===== src/rtl/uart_pkg.sv =====
// Shared UART definitions: baud configuration FSM states, legal prescale
// values and the prescale validity check.
package uart_pkg;

  typedef enum logic [2:0] {
    IDLE      = 3'd0,
    ARB       = 3'd1,
    WAIT_IDLE = 3'd2,
    HOLD      = 3'd3,
    ACK       = 3'd4,
    REJECT    = 3'd5
  } baud_cfg_state_t;

  localparam int unsigned SAMPL8  = 8;
  localparam int unsigned SAMPL16 = 16;
  localparam int unsigned SAMPL32 = 32;

  function automatic logic is_valid_prescale(input int unsigned v);
    return (v == SAMPL8) || (v == SAMPL16) || (v == SAMPL32);
  endfunction

endpackage


===== src/rtl/rr_arbiter.sv =====
// Combinational round-robin arbiter; search starts at the requester after ptr.
// The pointer register is owned by the caller.
module rr_arbiter #(
  parameter int NUM_REQ = 2,
  localparam int IDX_W  = (NUM_REQ > 1) ? $clog2(NUM_REQ) : 1
) (
  input  logic [NUM_REQ-1:0] req,
  input  logic [IDX_W-1:0]   ptr,
  output logic [NUM_REQ-1:0] gnt,
  output logic [IDX_W-1:0]   idx,
  output logic               vld
);

  int unsigned        cand;
  logic [IDX_W-1:0]   c_idx;

  always_comb begin
    gnt   = '0;
    idx   = '0;
    vld   = 1'b0;
    cand  = 0;
    c_idx = '0;
    for (int i = 1; i <= NUM_REQ; i++) begin
      cand  = (int'(ptr) + i) % NUM_REQ;
      c_idx = IDX_W'(cand);
      if (!vld && req[c_idx]) begin
        vld        = 1'b1;
        idx        = c_idx;
        gnt[c_idx] = 1'b1;
      end
    end
  end

endmodule


===== src/rtl/baud_cfg_ctrl.sv =====
// Baud-rate configuration controller: arbitrates prescale changes and applies
// them only while Tx/Rx are idle, holding the baud generator in reset to settle.
module baud_cfg_ctrl
  import uart_pkg::*;
#(
  parameter int NUM_REQ       = 2,
  parameter int PRESCALE_W    = 6,
  parameter int SETTLE_CYCLES = 4
) (
  input  logic                         i_clk,
  input  logic                         i_rst,
  input  logic [NUM_REQ-1:0]           i_req,
  input  logic [NUM_REQ*PRESCALE_W-1:0] i_req_prescale,
  input  logic                         i_tx_busy,
  input  logic                         i_rx_busy,
  output logic [PRESCALE_W-1:0]        o_prescale,
  output logic                         o_baud_rst_n,
  output logic                         o_cfg_busy,
  output logic [NUM_REQ-1:0]           o_grant,
  output logic [NUM_REQ-1:0]           o_reject
);

  localparam int IDX_W = (NUM_REQ > 1) ? $clog2(NUM_REQ) : 1;
  localparam int CNT_W = $clog2(SETTLE_CYCLES + 1);

  baud_cfg_state_t      state;
  logic [IDX_W-1:0]     ptr;
  logic [IDX_W-1:0]     idx_q;
  logic [NUM_REQ-1:0]   oh_q;
  logic [PRESCALE_W-1:0] val_q;
  logic [CNT_W-1:0]     cnt;

  logic [NUM_REQ-1:0]   arb_gnt;
  logic [IDX_W-1:0]     arb_idx;
  logic                 arb_vld;
  logic [PRESCALE_W-1:0] arb_val;

  rr_arbiter #(.NUM_REQ(NUM_REQ)) u_arb (
    .req (i_req),
    .ptr (ptr),
    .gnt (arb_gnt),
    .idx (arb_idx),
    .vld (arb_vld)
  );

  assign arb_val = i_req_prescale[arb_idx*PRESCALE_W +: PRESCALE_W];

  always_ff @(posedge i_clk) begin
    if (i_rst) begin
      state        <= IDLE;
      ptr          <= IDX_W'(NUM_REQ - 1);
      idx_q        <= '0;
      oh_q         <= '0;
      val_q        <= '0;
      cnt          <= '0;
      o_prescale   <= PRESCALE_W'(SAMPL8);
      o_baud_rst_n <= 1'b1;
      o_cfg_busy   <= 1'b0;
      o_grant      <= '0;
      o_reject     <= '0;
    end else begin
      o_grant  <= '0;
      o_reject <= '0;
      case (state)
        IDLE: if (arb_vld) begin
          idx_q <= arb_idx;
          oh_q  <= arb_gnt;
          val_q <= arb_val;
          state <= ARB;
        end
        ARB: begin
          if (!is_valid_prescale(32'(val_q))) begin
            o_reject <= oh_q;
            state    <= REJECT;
          end else if (val_q == o_prescale) begin
            o_grant <= oh_q;
            state   <= ACK;
          end else begin
            o_cfg_busy <= 1'b1;
            state      <= WAIT_IDLE;
          end
        end
        // A withdrawn request wins over a simultaneous idle link: nothing is applied.
        WAIT_IDLE: begin
          if (!i_req[idx_q]) begin
            o_cfg_busy <= 1'b0;
            state      <= IDLE;
          end else if (!i_tx_busy && !i_rx_busy) begin
            o_prescale   <= val_q;
            o_baud_rst_n <= 1'b0;
            cnt          <= CNT_W'(SETTLE_CYCLES);
            state        <= HOLD;
          end
        end
        HOLD: begin
          if (cnt == CNT_W'(1)) begin
            o_baud_rst_n <= 1'b1;
            o_cfg_busy   <= 1'b0;
            o_grant      <= oh_q;
            state        <= ACK;
          end else begin
            cnt <= cnt - CNT_W'(1);
          end
        end
        ACK, REJECT: begin
          ptr   <= idx_q;
          state <= IDLE;
        end
        default: state <= IDLE;
      endcase
    end
  end

endmodule


===== config.mk =====
export PLATFORM = sky130hd
export DESIGN_NAME = baud_cfg_ctrl
export DESIGN_NICKNAME = d
export VERILOG_FILES = /design/src/rtl/uart_pkg.sv /design/src/rtl/rr_arbiter.sv /design/src/rtl/baud_cfg_ctrl.sv
export SDC_FILE = /design/constraint.sdc
export NUM_CORES = 1
export LEC_CHECK = 0
export BUFFER_PORTS_ARGS = -buffer_cell sky130_fd_sc_hd__clkbuf_2
export CAP_MARGIN = 15
export CELL_PAD_IN_SITES_DETAIL_PLACEMENT = 1
export CELL_PAD_IN_SITES_GLOBAL_PLACEMENT = 1
export CORE_MARGIN = 8
export CORE_UTILIZATION = 38
export CTS_CLUSTER_DIAMETER = 50
export CTS_CLUSTER_SIZE = 20
export DETAILED_ROUTE_END_ITERATION = 10
export GPL_TIMING_DRIVEN = 0
export PLACE_DENSITY_LB_ADDON = 0.1
export SYNTH_ARGS = -nofsm -noshare
export SYNTH_HDL_FRONTEND = slang
export SYNTH_SLANG_ARGS = --single-unit

===== constraint.sdc =====
create_clock -name i_clk -period 4.1 [get_ports i_clk]
set_input_delay 0.205 -clock i_clk [delete_from_list [all_inputs] [get_ports i_clk]]
set_output_delay 0.205 -clock i_clk [all_outputs]
set_load 0.005 [all_outputs]

==> results.cfg <==
[finish]
area.growth.synth_to_final_pct = 16.9
instances_no_fill = 219
num_antenna_cells = 0
design_area_sq_um = 1590
drive_gt1_share_pct = 24.9
nets = 194

[run]
maxCapViolCount = 0

[grt]
grt_max_degree = 16
grt_pass1_wl_mm = 5.70
use_met3_pct = 2.76
gr-total-overflow = 0
use_met2_pct = 23.6
top_usage_layer = met2
grt_pass1_vias = 1221
gr-usage-met1_pct = 14.3
track_usage_pct = 12.9
antenna_found_initial = 0

[placed_design]
dpl_worst_slack_ps = 2310
placed_area_sq_um = 1550
port_buffers = 27
dp_hpwl_mm = 2.66
placed_cells = 215
routabilityCongestion = 0.765

[yosys]
yosys_warnings = 0
async_reset_ff_share_pct = 0
synth_top_area_share_pct = 41.3
syn_area_per_cell_sq_um = 9.56
syn_nets = 162
syn_area_sq_um = 1360
yosys.area.top_type = dfxtp_1
ys.flop_type = dfxtp_1
ys_seq_area_share_pct = 41.3
synth_area_leaders = dfxtp_1 (41%), mux2i_1 (8.8%), nor2_1 (5.5%)
synth_cells = 142
ys_ff_latch = 28
synth_edf_count = 0
synth_cell_types = 38

[route]
num_vias = 1103
ant_nets = 0
drc_errors = 0
initialDrtViolationCount = 23
via_per_inst = 5.04
wl_per_cell_microns = 14.8
first_pass_iters = 4
drt_wl_total_mm = 3.24

[timing]
finClkSkew_ps = 8.70
period_share_pct = 44.2
postLayoutSetupSlackWorst_ps = 2290
setup_viol = 0
period_needed_ps = 1810
clock.fmax_ghz = 0.552
worst_pin_slew_ps = 547
slew_headroom_pct = 63.2
hold_violations = 0
holdWs_ps = 173
timing.final.max_slew_violations = 0
fin_setup_tns_ps = 0
rsz0062_at_grt = no

[setup_path]
crit_type = reg2reg
critPathCaptureType = register
crit_arrival_ps = 2060
cp_max_fo = 4
crit_path_start_kind = register
critPathRequiredTime_ps = 4350

[cts]
cts.clk_slew.worst_paths_ps = 160
postCtsSetupRepairBufs = 0
cts-hold-fix-buffers = 0
root_buffer = clkbuf_4
clock_latency_ps = 330
cts_htree_levels = 1
cts_tree = yes
cts_buffer_depth = 2
clock-sinks = 28
cts_resized = 0
cts_buffers = 3

[die]
fp.dieH_microns = 75.8
io-pin-count = 30
core_sq_um = 3390
start_util_pct = 40.1
die-area_sq_um = 5740
std_cell_rows = 21
die_width_microns = 75.8

[status]
status = complete, no violations

[pwr]
leakagePower_nw = 0.715
powerDensity_nw_per_um2 = 516
ir_drop_mv = 0.165

[min_path]
hp-class = in2reg
==> stage by stage <==
stage                     util, %  total power [mW]
after floorplan                 -             0.611
after global placement       45.7             0.679
after detailed placement     45.7             0.689
after CTS                    46.8             0.828
after global routing         46.8             0.884
final                        46.8             0.818
==> layout make-up <==
cell class | count | area, sq um
Tap cell | 46 | 57.6
Inverter | 4 | 15.0
Buffer | 6 | 33.8
Fill cell | 412 | 1800
Sequential cell | 28 | 561
Timing Repair Buffer | 27 | 135
Clock buffer | 4 | 36.3
Multi-Input combinational cell | 104 | 748
==> sequential cells by signal, indices dropped and copies added (netlist names) <==
register,flops
cnt,3
idx_q,1
o_baud_rst_n,1
o_cfg_busy,1
o_grant,2
o_prescale,6
o_reject,2
oh_q,2
ptr,1
state,3
val_q,6
==> per-layer routing <==
layer | vias to the layer above | share of wire, % | wire length (microns)
li1 | 566 | - | -
met1 | 514 | 44 | 1440
met2 | 19 | 51 | 1650
met3 | 4 | 3.4 | 109
met4 | 0 | 1.1 | 36
met5 | - | 0 | 0
==> synthesized netlist by cell type (2+ instances only) <==
cell type,count
nor2_1,20
xor2_1,7
nor3_1,5
a211oi_1,6
a21oi_1,10
nand2_1,6
nor3b_1,2
o21ai_0,2
ha_1,2
dfxtp_1,28
clkbuf_1,4
mux2i_1,12
o211ai_1,2
nand3b_4,2
inv_1,4
nor4_1,2
a211o_1,2
nand2b_1,6
==> critical path, cell delays in order, from the launching register on <==
cell       delay, ps
dfxtp_1          350
inv_1             80
ha_1             150
and2b_1          200
nor2_2            90
or4_4            540
a2111oi_4        330
==> power breakdown <==
part	internal [mW]	switching, mW	leakage (nW)
Clock	0.0544	0.0840	0.0210
Combinational	0.135	0.162	0.465
Sequential	0.322	0.0609	0.228
==> logic make-up (layout without fill, tap and decap cells) <==
| logic type | Yosys count | in the layout | synth area share [%] |
|---|---|---|---|
| fa+ha+maj | 2 | 2 | 1.84 |
| simple gates | 52 | 52 | 22.1 |
| compound gates | 29 | 29 | 16.3 |
| xor+xnor | 8 | 8 | 5.16 |
| flops | 28 | 28 | 41.3 |
| buf+inv | 10 | 41 | 3.59 |
| mux | 13 | 13 | 9.68 |
==> layout by cell type (no fill, tap or decap), types with 3 or more instances in the layout <==
cell | synthesis | routed
dfxtp_1 | 28 | 28
nor2_1 | 20 | 20
clkbuf_1 | 4 | 4
mux2i_1 | 12 | 12
nor3_1 | 5 | 5
a21oi_1 | 10 | 10
nand2b_1 | 6 | 6
xor2_1 | 7 | 7
clkbuf_2 | 0 | 27
a211oi_1 | 6 | 6
clkbuf_4 | 0 | 3
inv_1 | 4 | 4
nand2_1 | 6 | 6
==> path summary, 6_finish.rpt <==
| kind | start | endpoint | slack (ps) | cells after the start |
|---|---|---|---|---|
| min reg2reg | oh_q[1] | oh_q[1] | 490 | 2 |
| min | i_req_prescale[1] | val_q[1] | 170 | 3 |
| max reg2reg | cnt[1] | state[2] | 2290 | 6 |
| max | cnt[1] | state[2] | 2290 | 6 |
Note: power is estimated with default switching activity, not from simulation.
